$ cat config.mk
export PLATFORM = sky130hd
export DESIGN_NAME = recip_round_pack
export DESIGN_NICKNAME = d
export VERILOG_FILES = /design/src/rtl/recip_pkg.sv /design/src/rtl/recip_rne_round.sv /design/src/rtl/recip_round_pack.sv
export SDC_FILE = /design/constraint.sdc
export NUM_CORES = 1
export LEC_CHECK = 0
export CAP_MARGIN = 15
export CORE_ASPECT_RATIO = 0.75
export CORE_UTILIZATION = 40
export CTS_BUF_LIST = sky130_fd_sc_hd__clkbuf_4 sky130_fd_sc_hd__clkbuf_8 sky130_fd_sc_hd__clkbuf_16
export DETAILED_ROUTE_END_ITERATION = 8
export MAX_ROUTING_LAYER = met4
export PLACE_DENSITY = 0.67
export SLEW_MARGIN = 15
export SYNTH_ARGS = -nofsm -noshare
export SYNTH_HDL_FRONTEND = slang
export SYNTH_HIERARCHICAL = 1
export SYNTH_SLANG_ARGS = --single-unit
$ cat constraint.sdc
create_clock -name clk -period 3.5 [get_ports clk]
set_input_delay 0.7 -clock clk [delete_from_list [all_inputs] [get_ports clk]]
set_output_delay 0.7 -clock clk [all_outputs]
set_load 0.01 [all_outputs]
$ cat src/rtl/recip_pkg.sv
// Shared constants and types for the reciprocal output stage.
package recip_pkg;

  localparam int FLG_INVALID = 4;
  localparam int FLG_DIVZ    = 3;
  localparam int FLG_OVF     = 2;
  localparam int FLG_UDF     = 1;
  localparam int FLG_INX     = 0;

  typedef enum logic [1:0] {
    CLS_NORM = 2'd0,
    CLS_ZERO = 2'd1,
    CLS_INF  = 2'd2,
    CLS_NAN  = 2'd3
  } op_class_t;

  function automatic int bias_of(input int ew);
    return (1 << (ew - 1)) - 1;
  endfunction

  // Magnitude bits of +inf: exponent all ones, fraction zero.
  function automatic logic [63:0] inf_bits(input int ew, input int sw);
    return ((64'd1 << ew) - 64'd1) << sw;
  endfunction

  function automatic logic [63:0] qnan_bits(input int ew, input int sw);
    return inf_bits(ew, sw) | (64'd1 << (sw - 1));
  endfunction

endpackage

$ cat src/rtl/recip_rne_round.sv
// Combinational round-to-nearest-even incrementer on the quotient fraction.
module recip_rne_round
  import recip_pkg::*;
#(
  parameter int sig_width = 23
) (
  input  logic [sig_width:0]   q,
  input  logic                 g,
  input  logic                 r,
  input  logic                 s,
  output logic [sig_width-1:0] frac,
  output logic                 carry,
  output logic                 inexact
);

  logic             inc;
  logic [sig_width:0] sum;

  assign inc     = g & (r | s | q[0]);
  assign sum     = q + {{sig_width{1'b0}}, inc};
  assign frac    = sum[sig_width-1:0];
  // The hidden bit is always 1, so it dropping to 0 marks a carry out of the fraction.
  assign carry   = q[sig_width] & ~sum[sig_width];
  assign inexact = g | r | s;

endmodule

$ cat src/rtl/recip_round_pack.sv
// Reciprocal exponent/round/special-case/pack stage; 2-cycle latency, 1 beat/cycle.
// Two valid/ready register stages; a stalled stage holds, in_ready = ~vA | ready_B.
module recip_round_pack
  import recip_pkg::*;
#(
  parameter int sig_width = 23,
  parameter int exp_width = 8
) (
  input  logic                           clk,
  input  logic                           reset,
  input  logic                           in_valid,
  output logic                           in_ready,
  input  logic                           sign_in,
  input  logic [exp_width-1:0]           exp_in,
  input  logic                           frac_zero_in,
  input  logic                           is_zero_in,
  input  logic                           is_inf_in,
  input  logic                           is_nan_in,
  input  logic                           snan_in,
  input  logic [sig_width:0]             quotient,
  input  logic                           guard_bit,
  input  logic                           round_bit,
  input  logic                           sticky_bit,
  output logic                           out_valid,
  input  logic                           out_ready,
  output logic [exp_width+sig_width:0]   result,
  output logic [4:0]                     flags,
  output logic [4:0]                     flags_sticky,
  input  logic                           flag_clear
);

  localparam int RW = exp_width + sig_width + 1;
  localparam int MW = RW - 1;
  localparam int EW = exp_width + 2;
  localparam logic [EW-1:0] TWO_BIAS = EW'(2 * bias_of(exp_width));
  localparam logic [EW-1:0] EXP_MAX  = EW'((1 << exp_width) - 1);
  localparam logic [RW-1:0] QNAN     = RW'(qnan_bits(exp_width, sig_width));
  localparam logic [MW-1:0] INF_MAG  = MW'(inf_bits(exp_width, sig_width));

  // Stage A state
  logic                 va;
  logic                 sign_a;
  op_class_t            cls_a;
  logic                 snan_a;
  logic [EW-1:0]        er_a;
  logic [sig_width-1:0] frac_a;
  logic                 carry_a;
  logic                 inx_a;

  // Stage B state
  logic                 vb;
  logic [RW-1:0]        res_b;
  logic [4:0]           flg_b;

  logic                 ready_b;
  op_class_t            cls_in;
  logic [EW-1:0]        er_in;
  logic [sig_width-1:0] frac_r;
  logic                 carry_r;
  logic                 inx_r;

  logic [EW-1:0]        er_post;
  logic                 udf;
  logic                 ovf;
  logic [RW-1:0]        res_n;
  logic [4:0]           flg_n;

  assign ready_b  = ~vb | out_ready;
  assign in_ready = ~reset & (~va | ready_b);

  always_comb begin
    cls_in = CLS_NORM;
    if (is_nan_in)       cls_in = CLS_NAN;
    else if (is_inf_in)  cls_in = CLS_INF;
    else if (is_zero_in) cls_in = CLS_ZERO;
  end

  // Exact powers of two invert to an exact power of two one exponent higher.
  assign er_in = frac_zero_in ? (TWO_BIAS - EW'(exp_in))
                              : (TWO_BIAS - EW'(exp_in) - EW'(1));

  recip_rne_round #(.sig_width(sig_width)) u_round (
    .q       (quotient),
    .g       (guard_bit),
    .r       (round_bit),
    .s       (sticky_bit),
    .frac    (frac_r),
    .carry   (carry_r),
    .inexact (inx_r)
  );

  always_ff @(posedge clk) begin
    if (reset) begin
      va      <= 1'b0;
      sign_a  <= 1'b0;
      cls_a   <= CLS_NORM;
      snan_a  <= 1'b0;
      er_a    <= '0;
      frac_a  <= '0;
      carry_a <= 1'b0;
      inx_a   <= 1'b0;
    end else if (in_ready) begin
      va <= in_valid;
      if (in_valid) begin
        sign_a  <= sign_in;
        cls_a   <= cls_in;
        snan_a  <= snan_in;
        er_a    <= er_in;
        frac_a  <= frac_zero_in ? '0 : frac_r;
        carry_a <= ~frac_zero_in & carry_r;
        inx_a   <= ~frac_zero_in & inx_r;
      end
    end
  end

  always_comb begin
    er_post = er_a + EW'(carry_a);
    // Underflow is judged on the pre-round exponent; overflow on the post-round one.
    udf     = er_a[EW-1] | ~|er_a;
    ovf     = ~er_post[EW-1] & (er_post >= EXP_MAX);
    res_n   = {sign_a, er_post[exp_width-1:0], frac_a};
    flg_n   = '0;
    case (cls_a)
      CLS_NAN: begin
        res_n              = QNAN;
        flg_n[FLG_INVALID] = snan_a;
      end
      CLS_INF: begin
        res_n = {sign_a, {MW{1'b0}}};
      end
      CLS_ZERO: begin
        res_n           = {sign_a, INF_MAG};
        flg_n[FLG_DIVZ] = 1'b1;
      end
      default: begin
        if (udf) begin
          res_n          = {sign_a, {MW{1'b0}}};
          flg_n[FLG_UDF] = 1'b1;
          flg_n[FLG_INX] = 1'b1;
        end else if (ovf) begin
          res_n          = {sign_a, INF_MAG};
          flg_n[FLG_OVF] = 1'b1;
          flg_n[FLG_INX] = 1'b1;
        end else begin
          flg_n[FLG_INX] = inx_a;
        end
      end
    endcase
  end

  always_ff @(posedge clk) begin
    if (reset) begin
      vb    <= 1'b0;
      res_b <= '0;
      flg_b <= '0;
    end else if (ready_b) begin
      vb <= va;
      if (va) begin
        res_b <= res_n;
        flg_b <= flg_n;
      end
    end
  end

  // A clear coinciding with a delivery keeps that beat's flags.
  always_ff @(posedge clk) begin
    if (reset) begin
      flags_sticky <= '0;
    end else if (vb && out_ready) begin
      flags_sticky <= flag_clear ? flg_b : (flags_sticky | flg_b);
    end else if (flag_clear) begin
      flags_sticky <= '0;
    end
  end

  assign out_valid = vb;
  assign result    = res_b;
  assign flags     = flg_b;

endmodule

# Yosys cells after proc, flatten, opt, wreduce, memory -nomap -nowiden
# Cells that the tools add are included.
[totals]
ff_bits = 83
in_bits = 46
out_inout_bits = 44
word_cells = 66
[op_classes]
n_addsub = 4
n_lt_le_gt_ge = 1
n_eq_ne = 3
n_mux = 19
bitwise = 20
reduce_logical = 7
[ops]
columns = ["op", "n"]
rows = [
  ["32-bit one-hot mux with 3 select lines", 1],
  ["31-bit 2-to-1 mux", 2],
  ["24-bit by 1-bit adder with 24-bit output", 1],
  ["23-bit 2-to-1 mux", 1],
  ["5-bit 2-to-1 mux", 3],
  ["10-bit by 1-bit adder with 10-bit output", 1],
  ["10-bit by 8-bit >= comparator with 1-bit output (second input constant)", 1],
  ["10-bit 2-to-1 mux", 1],
  ["10-bit OR reduction", 1],
  ["9-bit by 2-bit subtractor with 10-bit output (second input constant)", 1],
  ["8-bit by 8-bit subtractor with 9-bit output (first input constant)", 1],
  ["1-bit 2-to-1 mux", 8],
  ["1-bit OR", 7],
  ["1-bit AND", 6],
  ["1-bit NOT", 6],
  ["5-bit OR", 1],
  ["2-bit == test (second input constant)", 2],
  ["2-bit 2-to-1 mux", 2],
  ["2-bit AND reduction", 2],
  ["3-bit 2-to-1 mux", 1],
  ["3-bit OR reduction", 1],
  ["2-bit by 1-bit == test with 1-bit output (second input constant)", 1],
  ["2-bit nonzero test", 1],
  ["1-bit logical AND", 1],
  ["1-bit logical NOT", 1],
]

# Logic depth before layout (Yosys ltp)
[logic_depth]
depth_word = 7
depth_mapped = 9

# Modules after synthesis
# Netlist, hierarchy kept.
[by_module_without_submodules]
columns = ["module", "instances", "cells_each", "area_per_inst_um2", "seq_area_each_um2"]
rows = [
  ["recip_round_pack", 1, 405, 3574.7, 1661.6],
  ["recip_rne_round", 1, 68, 480.5, 0.0],
]

# Worst setup path after synthesis
# OpenSTA, ideal clock, no wires.
[synth_path]
path_kind = "input to register"
from = "input exp_in[0]"
to = "register er_a[7]"
setup_time_ns = 0.126
arrival_time_ns = 2.614
t_required_ns = 3.374
setup_slack_ns = 0.761
stages = 9
path_buffers = 1
cell_sequence = "clkbuf_1 inv_1 ha_1 or3_1 a2111oi_0 o22ai_1 o21ai_1 xor2_1 o21ai_1"
[synth_between]
elab_chain_len = 3
[synth_lines]
columns = ["item", "line_no", "source"]
rows = [
  ["start: declaration", "recip_round_pack.sv:14", "input logic [exp_width-1:0] exp_in,"],
  ["8-bit by 8-bit subtractor with 9-bit output *", "recip_round_pack.sv:79, recip_round_pack.sv:80", ""],
  ["9-bit by 2-bit subtractor with 10-bit output", "recip_round_pack.sv:80", ": (TWO_BIAS - EW'(exp_in) - EW'(1));"],
  ["10-bit 2-to-1 mux *", "recip_round_pack.sv:79", "assign er_in = frac_zero_in ? (TWO_BIAS - EW'(exp_in))"],
  ["end signal: assignment", "recip_round_pack.sv:108", "er_a <= er_in;"],
  ["end: declaration", "recip_round_pack.sv:45", "logic [EW-1:0] er_a;"],
]
# Mark *: on every way between the ends. The rest lies on a longest branch, timed or not.
# A chain may end at the register's enable or synchronous reset.

# Final worst setup path
[layout_path]
from = "input out_ready"
to = "output in_ready"
[layout_between]
elab_chain_len = 3
[layout_lines]
columns = ["item", "line_no", "source"]
rows = [
  ["start: declaration", "recip_round_pack.sv:25", "input logic out_ready,"],
  ["1-bit OR", "recip_round_pack.sv:68", "assign ready_b = ~vb | out_ready;"],
  ["1-bit OR", "recip_round_pack.sv:69", "assign in_ready = ~reset & (~va | ready_b);"],
  ["1-bit AND", "recip_round_pack.sv:69", ""],
  ["end: declaration", "recip_round_pack.sv:12", "output logic in_ready,"],
]
# Every way passes these cells.

==> metrics.txt <==
outcome finished, final reports clean; Die ar. ~11000 um^2; area leader, netlist dfxtp_1; Hold Buf Count CTS 0; PwrDens between 400 and 500 nW/um^2; area delta synth->final 32.74%; Routed Antenna Nets 0; top post-synthesis cells by count dfxtp_1 (83), a21oi_1 (47), nor2_1 (47); Post-synth EDFFs 0; Max Root-Sink Buffers 2; H-tree level count 3; CTS tree done; crit-path max cell delay around 600 ps; cells resized by post-CTS repair 0; Yosys reg bits 83; Final Core Density a little under three fifths; Starting Density about two fifths; fin nets just under 600; die span in x roughly 120 um; post-synthesis mux area share 0%; crit path launch type primary input; setup slack, reg-to-reg 970 ps; num rows 31; LEAKAGE 1.939 nW; Hold WC Path Type reg -> reg; Final Wtd Congestion around 0.85; DR vias/cell 5.403; top-count cell post-synth dfxtp_1; predominant post-synthesis flop cell dfxtp_1; final setup fails 0; share of Yosys cell area claimed by the top area cell type between 40% and 50%; min Tclk post-route 2970 ps; initial antenna violation count 0; total gr overflow 0; number of global-route vias before repair around 3500; GR Util All Layers between 20% and 30%; Slew Viols, Final 0; register area share after synthesis about 40%; Root Buffer clkbuf_16; share of layout cells above drive strength 1 6.897%; WP data arrival ~2300 ps; Reg2Reg Depth 9; Mapped Area 4055 um^2; post-route clock period utilization between 80% and 90%; I/O pins 90; DP HPWL around 7100 um; Power, Total 0.002333 W; final clock skew 7.766 ps; initial DRC count 227; ys async rst share 0%; n_diodes 0; TNS Setup 0 ps; syn nets approximately 520; xor-xnor portion of the synthesized cell area under 10%; reg2reg end result[11]; Worst-Skew Late Latency 330 ps; worst r2r src er_a[0]; RSZ-0062 raised after global routing false; max_cap viols 0; first-pass GRT wire length around 17000 um; number of setup buffers added after CTS 0; drt drc 0; Synth cell types 51; adder-cell share of the synthesized area 1.543%; final instance area approximately 5400 um^2; syn_area_per_cell 8.573 um^2; largest family of logic cells by synthesized area simple AND/OR/NAND/NOR gates; Worst-Margin Slew approximately 560 ps; Placed Area roughly 5000 um^2; WS Path Type in -> out; crit path max fanout 6; worst setup margin 530.3 ps; Compound-Gate Fraction of Synth Area 19.72%; via count 3690; Most common cell on crit path clkdlybuf4s50_1; Max Freq 0.3367 GHz; IO Port Bufs 89; Worst Setup EP in_ready; DRT Wirelength roughly 9900 um; relative slew slack between 60% and 70%; Post-Synthesis Cells about 470; Ys Warns 6; CP max-delay cell clkdlybuf4s50_1; worst path cell trace clkdlybuf4s50_1 -> nor2b_1 -> a21oi_1 -> clkdlybuf4s50_1; 1st-pass router iterations 5; Worst setup EP type primary output; CORE AREA between 9000 and 10000 um^2; maximum number of pins on one net before global-route repair 53; CP Launch Point out_ready; wire length per cell between 10 and 15 um; Synth Area in Simple Gates 25.36%; clock sinks 83; final hold violations 0; Die Y 89.20 um; clock transition at the registers of the reported paths 60 ps; Max rail drop VDD 341.4 uV; Area contributors post-synth dfxtp_1 (41%), a21oi_1 (5.8%), xnor2_1 (5.4%); worst endpoint required time between 2000 and 3000 ps; total CTS buffers 9; setup slack after placement between 200 and 250 ps
## stage by stage
step,hold WS [ps],cells
floorplan,434.2,473
global placement,447.9,667
detailed placement,455.1,667
CTS,466.8,683
global route,486.5,683
finish,464.9,683
## kinds of logic (layout without fill, tap and decap cells)
kind of cell | Yosys count | in the layout
AND/OR/NAND/NOR | 184 | 184
XOR/XNOR | 38 | 38
adder cells (fa/ha/maj) | 5 | 5
flip-flops | 83 | 83
AO/OA/AOI/OAI | 119 | 119
buffers and inverters | 44 | 122
## per-layer routing
layer  up-vias  GRT usage (%)  share of wire, %
met5         -              -                 0
met4         0          8.275               1.4
met3        12          4.464               4.0
met2        84          32.83                46
met1      1733          25.09                49
li1       1861              -                 -
## cell usage in the layout (no fill, tap or decap), types with 10 or more instances in the layout
cell / netlist / layout
o21ai_0: 12 / 12
a21oi_1: 47 / 47
nand3_1: 30 / 30
clkdlybuf4s50_1: 0 / 88
a22o_1: 23 / 23
dfxtp_1: 83 / 83
nor3b_1: 27 / 27
nand2_1: 21 / 20
xor2_1: 13 / 13
xnor2_1: 25 / 25
nor2_1: 47 / 47
nand4_1: 10 / 10
## state kept, by name, summed over array words and instances, names as in the netlist
register,cells
er_a,10
flags_sticky,5
carry_a,1
frac_a,23
result,32
cls_a,2
snan_a,1
sign_a,1
va,1
inx_a,1
out_valid,1
flags,5
## worst min-delay path by stage
stage / depth (start not counted) / endpoint / slack (ps) / from
after detailed placement: 2 / sign_a / 460 / sign_a
final: 2 / snan_a / 460 / snan_a
after CTS: 2 / sign_a / 470 / sign_a
after global routing: 2 / sign_a / 490 / sign_a
after global placement: 2 / snan_a / 450 / snan_a
after floorplan: 2 / sign_a / 430 / sign_a
## power breakdown
part           internal, W  leakage [nW]  switching, W
sequential        0.000978         0.675     0.0000356
clock             0.000666         0.162      0.000369
combinational     0.000138          1.10      0.000147
total              0.00178          1.94      0.000552
## layout make-up
| cell class | count | area (um^2) |
|---|---|---|
| fill | 892 | 4353 |
| multi-input combinational | 346 | 2226 |
| sequential | 83 | 1662 |
| timing repair buffer | 97 | 958.4 |
| clock buffer | 11 | 252.7 |
| tap | 132 | 165.2 |
| clock inverter | 5 | 85.08 |
| inverter | 9 | 33.78 |
## critical path, delay by kind of cell
kind	cells	cell delay [ps]
simple gates	1	130
buf+inv	2	1170
compound gates	1	270
No activity file was read; power rests on OpenSTA's default activity.
